$ cat config.mk
export PLATFORM = sky130hd
export DESIGN_NAME = seven_seg_scan
export DESIGN_NICKNAME = d
export VERILOG_FILES = /design/src/rtl/seven_seg_scan.sv
export SDC_FILE = /design/constraint.sdc
export NUM_CORES = 1
export LEC_CHECK = 0
export CAP_MARGIN = 20
export CORE_ASPECT_RATIO = 1.5
export CORE_MARGIN = 1.5
export CORE_UTILIZATION = 30
export CTS_CLUSTER_DIAMETER = 100
export DETAILED_ROUTE_END_ITERATION = 10
export PLACE_DENSITY = 0.51
export SLEW_MARGIN = 20
export SYNTH_ARGS = -nofsm -noshare
export SYNTH_HDL_FRONTEND = slang
export SYNTH_SLANG_ARGS = --single-unit
$ cat constraint.sdc
create_clock -name clk -period 2 [get_ports clk]
set_input_delay 0.4 -clock clk [delete_from_list [all_inputs] [get_ports clk]]
set_output_delay 0.4 -clock clk [all_outputs]
set_load 0.01 [all_outputs]
$ cat src/rtl/seven_seg_scan.sv
// Multiplexed seven-segment scanner with double-buffered display data,
// programmable per-slot brightness (guard sub-slot 0) and a frame strobe.
module seven_seg_scan #(
  parameter int DIGITS         = 4,
  parameter int CLKSPEED       = 50000000,
  parameter int SCAN_HZ        = 1000,
  parameter int DUTY_BITS      = 3,
  parameter bit SEG_ACTIVE_LOW = 1'b1,
  parameter bit AN_ACTIVE_LOW  = 1'b1
) (
  input  logic                   clk,
  input  logic                   reset_b,
  input  logic [4*DIGITS-1:0]    value,
  input  logic [DIGITS-1:0]      dp,
  input  logic [DIGITS-1:0]      blank,
  input  logic [DUTY_BITS-1:0]   duty,
  input  logic                   load,
  output logic [6:0]             seg,
  output logic                   seg_dp,
  output logic [DIGITS-1:0]      an,
  output logic                   frame
);

  localparam int DIV_RAW = CLKSPEED / (SCAN_HZ << DUTY_BITS);
  localparam int DIV     = (DIV_RAW < 1) ? 1 : DIV_RAW;
  localparam int PW      = (DIV > 1) ? $clog2(DIV) : 1;
  localparam int DW      = (DIGITS > 1) ? $clog2(DIGITS) : 1;

  localparam logic [PW-1:0]        PRE_LAST   = PW'(DIV - 1);
  localparam logic [DW-1:0]        D_LAST     = DW'(DIGITS - 1);
  localparam logic [DUTY_BITS-1:0] S_LAST     = '1;
  localparam logic [6:0]           SEG_OFF    = SEG_ACTIVE_LOW ? 7'h7F : 7'h00;
  localparam logic                 SEG_DP_OFF = SEG_ACTIVE_LOW;
  localparam logic [DIGITS-1:0]    AN_OFF     = AN_ACTIVE_LOW ? {DIGITS{1'b1}} : {DIGITS{1'b0}};

  logic [PW-1:0]        pre_reg;
  logic [DUTY_BITS-1:0] s_reg;
  logic [DW-1:0]        d_reg;
  logic                 tick;
  logic                 s_wrap;
  logic                 boundary;

  assign tick     = (pre_reg == PRE_LAST);
  assign s_wrap   = tick && (s_reg == S_LAST);
  assign boundary = s_wrap && (d_reg == D_LAST);

  always_ff @(posedge clk or negedge reset_b) begin
    if (!reset_b) begin
      pre_reg <= '0;
      s_reg   <= '0;
      d_reg   <= '0;
    end else begin
      pre_reg <= tick ? '0 : pre_reg + PW'(1);
      if (tick)
        s_reg <= s_reg + DUTY_BITS'(1);
      if (s_wrap)
        d_reg <= boundary ? '0 : d_reg + DW'(1);
    end
  end

  logic [4*DIGITS-1:0]  sh_value_reg;
  logic [DIGITS-1:0]    sh_dp_reg;
  logic [DIGITS-1:0]    sh_blank_reg;
  logic [DUTY_BITS-1:0] sh_duty_reg;
  logic                 pending_reg;
  logic [4*DIGITS-1:0]  act_value_reg;
  logic [DIGITS-1:0]    act_dp_reg;
  logic [DIGITS-1:0]    act_blank_reg;
  logic [DUTY_BITS-1:0] act_duty_reg;

  // A load coinciding with a transfer: active takes the old shadow, the new
  // data lands in shadow and stays pending for the following frame.
  always_ff @(posedge clk or negedge reset_b) begin
    if (!reset_b) begin
      sh_value_reg  <= '0;
      sh_dp_reg     <= '0;
      sh_blank_reg  <= '0;
      sh_duty_reg   <= '0;
      pending_reg   <= 1'b0;
      act_value_reg <= '0;
      act_dp_reg    <= '0;
      act_blank_reg <= '1;
      act_duty_reg  <= '0;
    end else begin
      if (boundary && pending_reg) begin
        act_value_reg <= sh_value_reg;
        act_dp_reg    <= sh_dp_reg;
        act_blank_reg <= sh_blank_reg;
        act_duty_reg  <= sh_duty_reg;
      end
      if (load) begin
        sh_value_reg <= value;
        sh_dp_reg    <= dp;
        sh_blank_reg <= blank;
        sh_duty_reg  <= duty;
        pending_reg  <= 1'b1;
      end else if (boundary) begin
        pending_reg  <= 1'b0;
      end
    end
  end

  logic [3:0]        act_nib [DIGITS];
  logic [DIGITS-1:0] an_next;
  logic              lit;

  assign lit = !act_blank_reg[d_reg] && (s_reg != '0) && (s_reg <= act_duty_reg);

  for (genvar gi = 0; gi < DIGITS; gi++) begin : g_digit
    assign act_nib[gi] = act_value_reg[4*gi +: 4];
    assign an_next[gi] = lit && (d_reg == DW'(gi));
  end

  logic [3:0] cur_nib;
  logic [6:0] hex_seg;

  assign cur_nib = act_nib[d_reg];

  always_comb begin
    hex_seg = 7'h00;
    case (cur_nib)
      4'h0: hex_seg = 7'h3F;
      4'h1: hex_seg = 7'h06;
      4'h2: hex_seg = 7'h5B;
      4'h3: hex_seg = 7'h4F;
      4'h4: hex_seg = 7'h66;
      4'h5: hex_seg = 7'h6D;
      4'h6: hex_seg = 7'h7D;
      4'h7: hex_seg = 7'h07;
      4'h8: hex_seg = 7'h7F;
      4'h9: hex_seg = 7'h6F;
      4'hA: hex_seg = 7'h77;
      4'hB: hex_seg = 7'h7C;
      4'hC: hex_seg = 7'h39;
      4'hD: hex_seg = 7'h5E;
      4'hE: hex_seg = 7'h79;
      4'hF: hex_seg = 7'h71;
      default: hex_seg = 7'h00;
    endcase
  end

  // Pins are registered, so they trail the scan state by one clock; frame is
  // timed to the first output edge of state d=0, s=0.
  always_ff @(posedge clk or negedge reset_b) begin
    if (!reset_b) begin
      an     <= AN_OFF;
      seg    <= SEG_OFF;
      seg_dp <= SEG_DP_OFF;
      frame  <= 1'b0;
    end else begin
      an     <= an_next ^ AN_OFF;
      seg    <= (lit ? hex_seg : 7'h00) ^ SEG_OFF;
      seg_dp <= (lit & act_dp_reg[d_reg]) ^ SEG_DP_OFF;
      frame  <= (pre_reg == '0) && (s_reg == '0) && (d_reg == '0);
    end
  end

endmodule

### Word level (Yosys, flattened, before mapping)

Memory sizes are Yosys's and may differ from the RTL's.
Index checks and enable logic that the tools add are counted.

* bits in registers: 86
* memory bits (read-only): 112
* input port bits: 30
* output and inout port bits: 13
* word-level logic and storage cells: 62
* memories: 1

* add/sub/neg operators: 3
* $lt $le $gt $ge: 3
* eq/ne operators: 5
* mux-type cells: 12
* bitwise logic cells: 5
* reduce and logical (&&, ||, !) cells: 17

Memory list
* (no name shown): words 16, bits a word 7, read ports 1, clocked after Yosys merged registers in 0, write ports 0, line 121 `case (cur_nib)`

Operator list (count)
* $add A13 B1 Y13 const B: 1
* $eq A13 B13 Y1 const B: 1
* $logic_not A13 Y1: 1
* $mux W13: 1
* $logic_and A1 B1 Y1: 11
* $bmux W4 S2: 1
* $mux W4: 2
* $mux W7: 1
* $not A7 Y7: 1
* $bmux W1 S2: 2
* $eq A2 B2 Y1 const B: 2
* $mux W1: 4
* $not A4 Y4: 1
* $add A3 B1 Y3 const B: 1
* $eq A3 B3 Y1 const B: 1
* $ge A3 B3 Y1 const B: 1
* $le A3 B3 Y1: 1
* $logic_not A3 Y1: 1
* $lt A2 B3 Y1 const B: 1
* $not A2 Y3: 1
* $reduce_bool A3 Y1: 1
* $add A2 B1 Y2 const B: 1
* $eq A2 B1 Y1 const B: 1
* $logic_not A2 Y1: 1
* 5 further kinds: 5

### Depth between registers and ports, before layout

Gate-level depths: netlist (run 1).

* depth in word-level cells: 7
* mapped depth: 8
* gate-level depth less buffers: 7

### Least setup slack after synthesis (run 1)

Ideal clock, no wire load.

* path type: reg-to-reg
* from: register pre_reg[9]
* to: register act_dp_reg[0]
* library setup time: 125 ps
* arrival time: 1833 ps
* data required time: 1875 ps
* slack: 42 ps
* cell stages (with the launch flop): 8
* path buffers: 2
* period minus slack after synthesis: 1958 ps
* path through: dfrtp_1 nor4_1 nand2_1 nor3_4 and4_1 buf_6 buf_12 mux2_4

* longest elaborated chain between the ends: 4

RTL lines
* start, declared: line 36 `logic [PW-1:0] pre_reg;`
* start signal, assigned: line 53 `pre_reg <= tick ? '0 : pre_reg + PW'(1);`
* $eq A13 B13 Y1: line 43 `assign tick = (pre_reg == PRE_LAST);`
* $logic_and A1 B1 Y1: line 44 `assign s_wrap = tick && (s_reg == S_LAST);`
* $logic_and A1 B1 Y1: line 45 `assign boundary = s_wrap && (d_reg == D_LAST);`
* $logic_and A1 B1 Y1: line 85 `if (boundary && pending_reg) begin`
* end signal, assigned: line 87 `act_dp_reg <= sh_dp_reg;`
* end, declared: line 67 `logic [DIGITS-1:0] act_dp_reg;`

Every way passes these cells.
A chain may end at the register's enable or synchronous reset.

### Worst setup path in the final report (run 1)

* from: register pre_reg[1]
* to: register act_value_reg[14]

* longest elaborated chain between the ends: 4

RTL lines
* $eq A13 B13 Y1: line 43
* $logic_and A1 B1 Y1: line 44
* $logic_and A1 B1 Y1: line 45
* $logic_and A1 B1 Y1: line 85
* end signal, assigned: line 86 `act_value_reg <= sh_value_reg;`
* end, declared: line 66 `logic [4*DIGITS-1:0] act_value_reg;`

Every way passes these cells.

==> results of run 1 <==
-- layout make-up --
cell class	count	area, µm²	area share
flip-flops and latches	86	2170	0.432
multi-input cells	177	1670	0.333
repair buffers	62	646	0.128
clock buffers	10	229	0.0456
well taps	159	199	0.0396
clock inverters	6	62.6	0.0124
inverters	12	45.0	0.00896
-- layer usage --
metal	share of wire	vias up	wire (µm)	GRT usage
li1	-	1124	-	-
met4	0.029	0	215	0.0740
met2	0.50	40	3680	0.191
met5	0	-	0	0
met1	0.45	1144	3330	0.138
met3	0.024	14	176	0.0180
-- placed cells by master, fill, tap and decap left out, drive strengths merged, types with 3 or more instances in the layout --
master,count
o21ai,6
xor2,9
nand3,13
inv,12
dfstp,16
nor3,4
clkinvlp,3
dfrtp,70
nor2,15
buf,19
clkbuf,11
clkdlybuf4s50,41
mux4,7
nand2,17
xnor2,7
o211ai,3
mux2,57
ha,19
nor2b,3
-- final timing paths --
| kind | to | slack, ps |
|---|---|---|
| min in group clk | pending_reg$_DFFE_PN0P_ | 480 |
| worst max-delay path | act_value_reg[14]$_DFFE_PN0P_ | 70 |
| max in group asynchronous | seg_dp$_DFF_PN1_ | 950 |
| worst min register to register | pending_reg$_DFFE_PN0P_ | 480 |
| worst min-delay path | sh_blank_reg[0]$_DFFE_PN0P_ | 450 |
| worst max register to register | act_value_reg[14]$_DFFE_PN0P_ | 70 |
-- per-stage QoR --
stage               utilization  area, µm²  setup WS [ps]  cells
floorplan                     -       3970           41.5    287
global placement          0.359       4650          -3.55    492
detailed placement        0.359       4650           8.72    492
CTS                       0.385       4980          0.458    510
global route              0.388       5030          -8.52    512
finish                    0.388       5030           70.2    512
-- cell families (layout without fill, tap and decap cells) --
group                    count (synthesis)  in the layout  share of synthesized area
AO/OA/AOI/OAI                           16             16                     0.0265
XOR/XNOR                                16             16                     0.0353
adder cells (fa/ha/maj)                 19             19                     0.0600
buffers and inverters                   24             90                     0.0334
flip-flops                              86             86                      0.548
multiplexers                            64             64                      0.221
AND/OR/NAND/NOR                         62             62                     0.0764
-- critical path, cell delays in order (launching register included) --
cell       delay [ps]
dfrtp_1           390
inv_2              70
ha_2              170
nand4_1           150
nor3_4            230
and4_4            320
clkbuf_16         190
mux2_4            300
-- power by group --
group	internal (mW)	leakage (nW)	total, mW	switching [mW]
sequential	1.80	1.06	1.83	0.0318
clock	0.963	0.134	1.64	0.676
combinational	0.109	0.957	0.174	0.0655
total	2.87	2.15	3.64	0.773
-- what timing repair did --
action / in CTS / in global routing
setup endpoints to repair: 5 / 30
gates resized for setup: 3 / 4
pin swaps: 1 / 3
cloned: 1 / 1
hold endpoints to repair: 10 / 0
hold buffers: 1 / 0
setup buffers: 0 / 1
==> impl_metrics.env, run 1 <==
export IMPL_row_count=51
export IMPL_synth_ff_type="dfrtp_1"
export IMPL_numCtsBuffers=9
export IMPL_place_congestion=0.740
export IMPL_synth_nets=336
export IMPL_grt_pass1_wl_um=12300
export IMPL_max_freq_ghz=0.518
export IMPL_power_total_mw=3.64
export IMPL_synth_area_leaders="dfrtp_1 44%, dfstp_2 11%, mux2_2 11%"
export IMPL_end_kind="flip-flop"
export IMPL_grt_ovfl_total=0
export IMPL_cts_root_buf="clkbuf_16"
export IMPL_drv_slew=0
export IMPL_drive_gt1_frac=0.343
export IMPL_grt_max_degree=52
export IMPL_ys_ff_latch=86
export IMPL_drc=0
export IMPL_die_x_um=96.9
export IMPL_netlist_area_um2=3970
export IMPL_drtIter0Drc=117
export IMPL_synth_cell_types=35
export IMPL_synth_edf_count=0
export IMPL_synth_top_cell_area_share=0.442
export IMPL_rr_startpoint="pre_reg[1]$_DFF_PN0_"
export IMPL_core_area_um2=13000
export IMPL_ys_seq_area_frac=0.548
export IMPL_htreeDepth=3
export IMPL_drt_pass1_iterations=4
export IMPL_required_ps=2220
export IMPL_cts_tree="done"
export IMPL_hold_class="primary input to async pin"
export IMPL_crit_type="flip-flop to flip-flop"
export IMPL_numPortBuffers=42
export IMPL_yosys_warnings=0
export IMPL_peakVddDrop_v=0.000404
export IMPL_skew_ps=6.05
export IMPL_synthArstFlopShare=1.00
export IMPL_clkLatencyLatePin_ps=340
export IMPL_rr_worst_depth=7
export IMPL_cp_start_kind="flip-flop"
export IMPL_min_period_over_period=0.965
export IMPL_start_util=0.306
export IMPL_dieArea_um2=13900
export IMPL_synthTopCellsByCount="70 x dfrtp_1, 37 x mux2_2, 20 x mux2_4"
export IMPL_hold_viol_final=0
export IMPL_worst_pin_slew_ps=323
export IMPL_ios=43
export IMPL_grt_pass1_vias=2441
export IMPL_dr_total_vias=2322
export IMPL_timing_hold_ws_ps=450
export IMPL_finalSetupTns_ps=0
export IMPL_wl_per_cell_um=14.5
export IMPL_routed_wl_um=7410
export IMPL_setup_viol_count_final=0
export IMPL_crit_path_start="pre_reg[1]$_DFF_PN0_"
export IMPL_path_clk_slew_ps=60
export IMPL_path_max_fanout=7
export IMPL_status="complete, no violations"
export IMPL_synth_top_area_cell="dfrtp_1"
export IMPL_via_per_inst=4.54
export IMPL_post_dp_hpwl_um=5160
export IMPL_die_y_um=144
export IMPL_p_leak_nw=2.15
export IMPL_p_per_area_nw_per_um2=724
export IMPL_syn_to_final_growth_pct=26.8
export IMPL_synth_most_common_cell="dfrtp_1"
export IMPL_clock_sinks=86
export IMPL_antenna_found_initial=0
export IMPL_grt_usage=0.115
export IMPL_nets=397
export IMPL_avgSynthCellArea_um2=13.8
export IMPL_cap_violations=0
export IMPL_cts_buffer_depth=2
export IMPL_layout_min_cycle_time_ps=1930
export IMPL_max_slew_margin=0.784
export IMPL_syn_inst=287
export IMPL_crit_arrival_ps=2150
export IMPL_nFillCells=1239
export IMPL_antenna_cells=0
export IMPL_antenna_left=0
Power figures use the tool's default switching activity.
==> run 2: changes to the inputs <==
--- a/config.mk
+++ b/config.mk
@@ -11,7 +11,7 @@
 export CORE_UTILIZATION = 30
 export CTS_CLUSTER_DIAMETER = 100
 export DETAILED_ROUTE_END_ITERATION = 10
-export PLACE_DENSITY = 0.51
+export PLACE_DENSITY_LB_ADDON = 0.08
 export SLEW_MARGIN = 20
 export SYNTH_ARGS = -nofsm -noshare
 export SYNTH_HDL_FRONTEND = slang
==> impl_metrics.env, run 2 (same netlist as run 1, synthesis figures left out) <==
export IMPL_grt_ovfl_total=0
export IMPL_path_max_fanout=7
export IMPL_path_clk_slew_ps=60
export IMPL_skew_ps=5.14
export IMPL_final_cell_mix="69 x dfrtp_1, 41 x clkdlybuf4s50_1, 30 x mux2_2"
export IMPL_clkPwrFrac=0.479
export IMPL_nFillCells=1238
export IMPL_post_dp_hpwl_um=5090
export IMPL_grt_pass1_vias=2434
export IMPL_die_x_um=96.9
export IMPL_cts_root_buf="clkbuf_16"
export IMPL_worst_slack_ps=-6.30
export IMPL_drc=0
export IMPL_place_congestion=0.775
export IMPL_antenna_found_initial=0
export IMPL_final_common_cell="dfrtp_1"
export IMPL_p_leak_nw=2.22
export IMPL_grt_pass1_wl_um=12500
export IMPL_critPathMaxStageDelay_ps=390
export IMPL_cp_start_kind="flip-flop"
export IMPL_multi_input_area_um2=1700
export IMPL_cap_violations=0
export IMPL_required_ps=2220
export IMPL_worst_pin_slew_ps=488
export IMPL_core_area_um2=13000
export IMPL_p_comb_frac=0.044
export IMPL_end_kind="flip-flop"
export IMPL_design_area_um2=5150
export IMPL_numPortBuffers=42
export IMPL_cts_buffer_depth=2
export IMPL_place_area_um2=4680
export IMPL_drive_gt1_frac=0.351
export IMPL_drv_slew=0
export IMPL_layout_min_cycle_time_ps=2010
export IMPL_max_slew_margin=0.675
export IMPL_antenna_left=0
export IMPL_max_freq_ghz=0.498
export IMPL_p_per_area_nw_per_um2=744
export IMPL_drtIter0Drc=63
export IMPL_cts_tree="done"
export IMPL_swShare=0.199
export IMPL_grt_max_degree=87
export IMPL_clock_sinks=86
export IMPL_hold_class="primary input to async pin"
export IMPL_routed_wl_um=7630
export IMPL_peakVddDrop_v=0.000377
export IMPL_dr_total_vias=2320
export IMPL_finalSetupTns_ps=-27.4
export IMPL_grt_usage=0.117
export IMPL_status="complete, but fails checks"
export IMPL_htreeDepth=3
export IMPL_hold_buffers=0
export IMPL_crit_type="flip-flop to flip-flop"
export IMPL_p_seq_frac=0.477
export IMPL_p_sw_uw=763
export IMPL_regArea_um2=2170
export IMPL_intPower_mw=3.07
export IMPL_ios=43
export IMPL_grt_setup_unrepaired="yes"
export IMPL_violations="setup timing"
export IMPL_via_per_inst=4.48
export IMPL_dieArea_um2=13900
export IMPL_syn_to_final_growth_pct=29.9
export IMPL_crit_arrival_ps=2230
export IMPL_wl_per_cell_um=14.7
export IMPL_row_count=51
export IMPL_antenna_cells=0
export IMPL_crit_path_cell_trace="nor4_2 -> nand2_1 -> nor3_4 -> and4_4 -> clkbuf_16 -> mux2_4"
export IMPL_setup_viol_count_final=10
export IMPL_die_y_um=144
export IMPL_nets=403
export IMPL_drt_pass1_iterations=4
export IMPL_numCtsBuffers=9
export IMPL_hold_viol_final=0
export IMPL_clkLatencyLatePin_ps=340
export IMPL_min_period_over_period=1.00
export IMPL_slowest_stage="dfrtp_1"
export IMPL_start_util=0.306
[run 2: final cells by class]
class,count,share of cell area
clock buffers,13,0.0505
clock inverters,3,0.0131
inverters,12,0.00875
multi-input cells,177,0.330
flip-flops and latches,86,0.422
well taps,159,0.0386
repair buffers,68,0.137
[run 2: routing by layer]
metal,track usage,wire (µm),vias to the layer above
met5,0,0,-
met4,0.0603,165,0
met3,0.0287,221,9
met2,0.190,3790,40
met1,0.144,3450,1135
li1,-,-,1136
[run 2: worst max-delay path: cells and delay by family (launching register included)]
kind | cells | cell delay (ps)
flip-flops | 1 | 390
AND/OR/NAND/NOR | 4 | 1010
multiplexers | 1 | 290
buffers and inverters | 1 | 190
[run 2: power by group through the flow]
| stage | registers [mW] | logic [mW] | clock network, mW |
|---|---|---|---|
| finish | 1.83 | 0.169 | 1.83 |
| global route | 1.83 | 0.188 | 1.97 |
| CTS | 1.83 | 0.176 | 1.90 |
| detailed placement | 1.86 | 0.175 | 0 |
| global placement | 1.86 | 0.173 | 0 |
| floorplan | 1.85 | 0.0673 | 0 |
[run 2: path summary, 6_finish.rpt]
check	start	to	slack (ps)	cells after the start
hold / removal	reset_b	pre_reg[0]$_DFF_PN0_	70	2
max in group asynchronous	reset_b	seg[4]$_DFF_PN1_	1510	2
setup reg to reg	pre_reg[10]$_DFF_PN0_	act_value_reg[14]$_DFFE_PN0P_	-6	6
min in group clk	pending_reg$_DFFE_PN0P_	pending_reg$_DFFE_PN0P_	490	1
setup / recovery	pre_reg[10]$_DFF_PN0_	act_value_reg[14]$_DFFE_PN0P_	-6	6
hold reg to reg	pending_reg$_DFFE_PN0P_	pending_reg$_DFFE_PN0P_	490	1
[run 2: metrics by stage]
stage	total power [mW]	hold slack [ps]	std cells	setup WS, ps	utilization
after floorplan	1.91	104	287	41.5	-
final	3.83	66.4	518	-6.30	0.397
after detailed placement	2.03	464	496	-72.0	0.361
after global routing	3.99	117	518	-79.6	0.397
after CTS	3.91	109	514	6.37	0.390
after global placement	2.03	454	496	19.1	0.361
[run 2: repair_timing]
action                                  in CTS  in global routing
cloned                                       1                  2
endpoints found under the setup margin      27                 33
gates resized for setup                      4                  9
setup buffers                                1                  2
pin swaps                                    3                  5
